### config.mk
export PLATFORM = sky130hd
export DESIGN_NAME = dense_feeder
export DESIGN_NICKNAME = d
export VERILOG_FILES = /design/src/rtl/cnn_dense_pkg.sv /design/src/rtl/dense_feed_ctr.sv /design/src/rtl/dense_feeder.sv
export SDC_FILE = /design/constraint.sdc
export NUM_CORES = 1
export LEC_CHECK = 0
export CORE_MARGIN = 2
export CORE_UTILIZATION = 40
export CTS_CLUSTER_SIZE = 14
export DETAILED_ROUTE_END_ITERATION = 8
export GPL_ROUTABILITY_DRIVEN = 1
export PLACE_DENSITY = 0.73
export SYNTH_ARGS = -nofsm -noshare
export SYNTH_HDL_FRONTEND = slang
export SYNTH_SLANG_ARGS = --single-unit
### constraint.sdc
create_clock -name clk -period 5.09 [get_ports clk]
set_input_delay 1.527 -clock clk [delete_from_list [all_inputs] [get_ports clk]]
set_output_delay 1.527 -clock clk [all_outputs]
set_load 0.01 [all_outputs]
### src/rtl/cnn_dense_pkg.sv
// Shared defaults and the feeder FSM state encoding for the dense-layer datapath.
package cnn_dense_pkg;

   localparam int DEF_IN_LEN  = 1152;
   localparam int DEF_OUT_LEN = 10;
   localparam int DEF_DW      = 8;
   localparam int DEF_ACC_W   = 32;

   typedef enum logic [2:0] {
      S_IDLE    = 3'd0,
      S_ISSUE   = 3'd1,
      S_DRAIN   = 3'd2,
      S_PRESENT = 3'd3,
      S_FINISH  = 3'd4
   } feed_state_t;

endpackage

### src/rtl/dense_feed_ctr.sv
// Term index k and free-running weight pointer wp; wp walks n*IN_LEN+k without a multiplier.
module dense_feed_ctr #(
   parameter int IN_LEN  = 1152,
   parameter int OUT_LEN = 10,
   parameter int AW      = 11,
   parameter int WAW     = 15
) (
   input  logic           clk,
   input  logic           rst_n,
   input  logic           clr,
   input  logic           inc,
   output logic [AW-1:0]  k,
   output logic [WAW-1:0] wp,
   output logic           k_last
);

   localparam logic [AW-1:0]  K_LAST  = AW'(IN_LEN - 1);
   localparam logic [WAW-1:0] WP_LAST = WAW'(IN_LEN * OUT_LEN - 1);

   assign k_last = (k == K_LAST);

   always_ff @(posedge clk or negedge rst_n) begin
      if (!rst_n) begin
         k  <= '0;
         wp <= '0;
      end else if (clr) begin
         k  <= '0;
         wp <= '0;
      end else if (inc) begin
         k  <= k_last ? '0 : k + AW'(1);
         // wrap keeps wp inside the ROM even if a pass ever runs past the last neuron
         wp <= (wp == WP_LAST) ? '0 : wp + WAW'(1);
      end
   end

endmodule

### src/rtl/dense_feeder.sv
// Dense-layer MAC feeder: streams feature/weight byte pairs per neuron, then presents
// the captured accumulator on a valid/ready port.
//
//  state     | meaning
//  S_IDLE    | waiting for start
//  S_ISSUE   | issuing feature/weight addresses, one term per cycle
//  S_DRAIN   | waiting for the last term to reach the MAC sum
//  S_PRESENT | holding out_data/out_idx until out_ready
//  S_FINISH  | pulsing done, returning to idle
module dense_feeder
   import cnn_dense_pkg::*;
#(
   parameter int IN_LEN  = DEF_IN_LEN,
   parameter int OUT_LEN = DEF_OUT_LEN,
   parameter int DW      = DEF_DW,
   parameter int AW      = 11,
   parameter int WAW     = 15,
   parameter int OW      = 4,
   parameter int ACC_W   = DEF_ACC_W,
   parameter int MAC_LAT = 1
) (
   input  logic             clk,
   input  logic             rst_n,
   input  logic             start,
   output logic             busy,
   output logic             done,
   output logic [AW-1:0]    feat_addr,
   input  logic [DW-1:0]    feat_rdata,
   output logic [WAW-1:0]   wgt_addr,
   input  logic [DW-1:0]    wgt_rdata,
   output logic             mac_en,
   output logic             mac_clr,
   output logic [DW-1:0]    mac_data,
   output logic [DW-1:0]    mac_weight,
   input  logic [ACC_W-1:0] mac_acc,
   output logic             out_valid,
   input  logic             out_ready,
   output logic [OW-1:0]    out_idx,
   output logic [ACC_W-1:0] out_data
);

   localparam int DCW = $clog2(MAC_LAT + 1) + 1;
   localparam logic [OW-1:0] N_LAST = OW'(OUT_LEN - 1);

   feed_state_t    state;
   logic [OW-1:0]  n;
   logic [DCW-1:0] drain_cnt;
   logic [AW-1:0]  k;
   logic [WAW-1:0] wp;
   logic           k_last;
   logic           ctr_clr;
   logic           ctr_inc;

   assign ctr_clr = (state == S_FINISH) || ((state == S_IDLE) && start);
   assign ctr_inc = (state == S_ISSUE);

   dense_feed_ctr #(
      .IN_LEN  (IN_LEN),
      .OUT_LEN (OUT_LEN),
      .AW      (AW),
      .WAW     (WAW)
   ) u_ctr (
      .clk    (clk),
      .rst_n  (rst_n),
      .clr    (ctr_clr),
      .inc    (ctr_inc),
      .k      (k),
      .wp     (wp),
      .k_last (k_last)
   );

   assign feat_addr = k;
   assign wgt_addr  = wp;

   // the ROM/buffer read stage is the term pipeline; gating keeps the bus quiet between terms
   assign mac_data   = mac_en ? feat_rdata : '0;
   assign mac_weight = mac_en ? wgt_rdata  : '0;

   always_ff @(posedge clk or negedge rst_n) begin
      if (!rst_n) begin
         state     <= S_IDLE;
         busy      <= 1'b0;
         done      <= 1'b0;
         mac_en    <= 1'b0;
         mac_clr   <= 1'b0;
         out_valid <= 1'b0;
         out_idx   <= '0;
         out_data  <= '0;
         n         <= '0;
         drain_cnt <= '0;
      end else begin
         done    <= 1'b0;
         mac_en  <= (state == S_ISSUE);
         mac_clr <= (state == S_ISSUE) && (k == '0);
         case (state)
            S_IDLE: begin
               if (start) begin
                  state <= S_ISSUE;
                  busy  <= 1'b1;
                  n     <= '0;
               end
            end
            S_ISSUE: begin
               if (k_last) begin
                  state     <= S_DRAIN;
                  drain_cnt <= DCW'(MAC_LAT);
               end
            end
            S_DRAIN: begin
               if (drain_cnt == '0) begin
                  out_data  <= mac_acc;
                  out_idx   <= n;
                  out_valid <= 1'b1;
                  state     <= S_PRESENT;
               end else begin
                  drain_cnt <= drain_cnt - DCW'(1);
               end
            end
            S_PRESENT: begin
               if (out_ready) begin
                  out_valid <= 1'b0;
                  if (n == N_LAST) begin
                     state <= S_FINISH;
                  end else begin
                     n     <= n + OW'(1);
                     state <= S_ISSUE;
                  end
               end
            end
            S_FINISH: begin
               done  <= 1'b1;
               busy  <= 1'b0;
               n     <= '0;
               state <= S_IDLE;
            end
            default: state <= S_IDLE;
         endcase
      end
   end

endmodule

==> key figures <==
Outcome
  • Status: finished, final reports clean

Route
  • Starting DRT DRC Count: 218
  • Final ANT Viol Nets: 0
  • DRT Pass-1 Iters: 4
  • Average vias per placed instance: 5.39
  • DR DRC count: 0
  • Via Count: 3170
  • Drt wl/cell: 15.9 µm
  • Drt total wl: 9.32 mm

Timing
  • RSZ-0062 raised after global routing: false
  • Final hold vios: 0
  • Final min period: 4.18 ns
  • Worst Tran Pin Value: 0.983 ns
  • Fmax: 239 MHz
  • Setup violators final: 0
  • Setup TNS: 0 ns
  • Relative slew slack: 34.3%
  • Period utilization: 82.1%
  • Max Slew Vio Count: 0
  • Worst-case clock skew: 0.0131 ns
  • Hold slack: 0.491 ns

Layout
  • P&R area growth vs syn: 43.4%
  • Fin nets: 530
  • Ant diodes: 0
  • Share of cells above drive strength 1: 11.5%

Global routing
  • Vias in the first global route: 3134
  • Largest net degree at the start of global routing: 77
  • Grt ovf: 0
  • Gr usage total: 18.6%
  • First-pass GRT wire length: 15.1 mm
  • Number of antenna violations at the first check in global routing: 0

Worst setup path
  • CP Capture Type: output port
  • Critical Path, Cell by Cell: clkdlybuf4s50_1 > and2_1 > clkdlybuf4s50_1
  • Worst EP required: 3.56 ns
  • Critical path fanouts, max: 1
  • Crit-path max cell delay: 0.55 ns
  • Crit start category: primary input
  • Top cell by count, worst path: clkdlybuf4s50_1
  • Crit path max-delay cell type: clkdlybuf4s50_1
  • Crit path max-delay family: buffers and inverters
  • Crit path arrival time: 2.65 ns
  • WS Path Type: in2out
  • Worst Path Buf+Inv: 2

Clocking
  • Post-CTS Resized: 0
  • CTS tree: yes
  • CTS buffer count: 9
  • Deepest clock path buffer count: 2
  • Clock Latency Late Sink: 0.34 ns
  • Clock sinks: 76
  • Post-CTS Setup Repair Bufs: 0
  • Root Driver: clkbuf_8
  • Reg clk slew, reported paths: 0.08 ns
  • H-tree levels: 3
  • Hold buffers post-CTS: 0

Die
  • Die area: 10000 µm²
  • Die height: 100 µm
  • Std-Cell Rows: 35
  • Initial Utilization: 40.6%
  • DIE WIDTH: 100 µm
  • Core Region: 9110 µm²
  • I/O pins: 135

Synth
  • Post-synth top area share: 51.4%
  • EDFF count, synth: 0
  • Seq/Total Area, Yosys: 51.4%
  • Flops & latches, synth: 76
  • YS warnings: 0
  • Synthesized Nets: 403
  • Most frequent cell after synthesis: dfrtp_1
  • Top cells by area, synth: dfrtp_1 (51%), mux2_2 (10%), and2_1 (3.4%)
  • Cell Area, Synth: 3700 µm²
  • Prevailing post-synth register cell: dfrtp_1
  • Yosys top cell by area: dfrtp_1
  • Count of cell types in the netlist: 50
  • Post-Synthesis Cells: 345
  • Mean Syn Cell Area: 10.7 µm²
  • FFs w/ async S/R, synth: 100%
  • Synth top cells by count: dfrtp_1 (76), mux2_2 (33), nand2_1 (23)

Pwr
  • Leakage: 2.18 nW
  • Power Dens Cells: 554 nW/µm²
  • Peak VDD IR: 0.265 mV

Placement
  • Placer Congestion: 0.866
  • Port Buffers: 134
  • Placed wire-length estimate: 6.71 mm

Flow run
  • MaxCap Viol Count: 0

Worst hold path
  • Worst Hold Class: reg2reg
[cell families (layout without fill, tap and decap cells)]
| logic type | count (synthesis) | in the layout | synth area share [%] |
|---|---|---|---|
| simple gates | 129 | 129 | 19.4 |
| flops | 76 | 76 | 51.4 |
| compound gates | 64 | 64 | 10.9 |
| fa+ha+maj | 6 | 6 | 2.03 |
| xor+xnor | 1 | 1 | 0.237 |
| mux | 41 | 41 | 12.3 |
| buf+inv | 28 | 160 | 3.76 |
[routing by layer]
layer | part of all wire [%] | global-route usage, %
met1 | 45 | 24.6
met2 | 47 | 30.6
met3 | 6.1 | 3.48
met4 | 1.5 | 6.64
met5 | 0 | 0
[power by group]
part           switching (mW)  internal, mW  total, mW
Sequential              0.256         0.850       1.11
Clock                   0.231         0.279      0.510
Combinational           0.566         0.755       1.32
[placed cells by master, fill, tap and decap left out, types with 5 or more instances in the layout]
cell type,n
mux2_2,33
nor2_1,16
a21oi_1,16
nand4_1,10
inv_1,9
nor3_1,7
a31oi_1,15
mux2i_1,5
and3_1,5
ha_1,6
nand2_1,23
o21ai_0,12
clkbuf_8,9
dfrtp_1,76
nand3_1,20
clkdlybuf4s50_1,133
and2_1,20
[layout make-up]
class,count,area [µm²]
Fill cell,812,3810
Inverter,10,37.5
Clock buffer,9,124
Tap cell,111,139
Timing Repair Buffer,134,1340
Sequential cell,76,1900
Clock inverter,7,97.6
Multi-Input combinational cell,241,1660
[stage by stage]
step | cells | worst slack (ns) | instance area (µm²) | power [mW] | util, %
global route | 588 | 0.882 | 5300 | 3.15 | 58.2
floorplan | 345 | 1.87 | 3700 | 1.76 | -
global placement | 572 | 0.942 | 5080 | 2.40 | 55.8
detailed placement | 572 | 0.912 | 5080 | 2.45 | 55.8
finish | 588 | 0.909 | 5300 | 2.94 | 58.2
CTS | 588 | 0.907 | 5300 | 2.97 | 58.2
[state kept, by name, summed over array words and instances (netlist names)]
register	cells
u_ctr.wp	15
out_idx	4
out_data	32
state	3
out_valid	1
drain_cnt	2
done	1
mac_clr	1
mac_en	1
busy	1
u_ctr.k	11
n	4
[path summary, 6_finish.rpt]
path / cells after the start / endpoint / from / slack (ns)
setup / recovery: 3 / mac_data[1] / feat_rdata[1] / 0.91
hold / removal: 1 / out_data[18]$_DFFE_PN0P_ / out_data[18]$_DFFE_PN0P_ / 0.49
min in group asynchronous: 1 / out_data[17]$_DFFE_PN0P_ / rst_n / 1.33
max in group asynchronous: 1 / u_ctr.k[0]$_DFFE_PN0P_ / rst_n / 3.13
setup reg to reg: 4 / u_ctr.wp[14]$_DFFE_PN0P_ / u_ctr.wp[9]$_DFFE_PN0P_ / 2.59
hold reg to reg: 1 / out_data[18]$_DFFE_PN0P_ / out_data[18]$_DFFE_PN0P_ / 0.49
No activity file was read; power rests on OpenSTA's default activity.
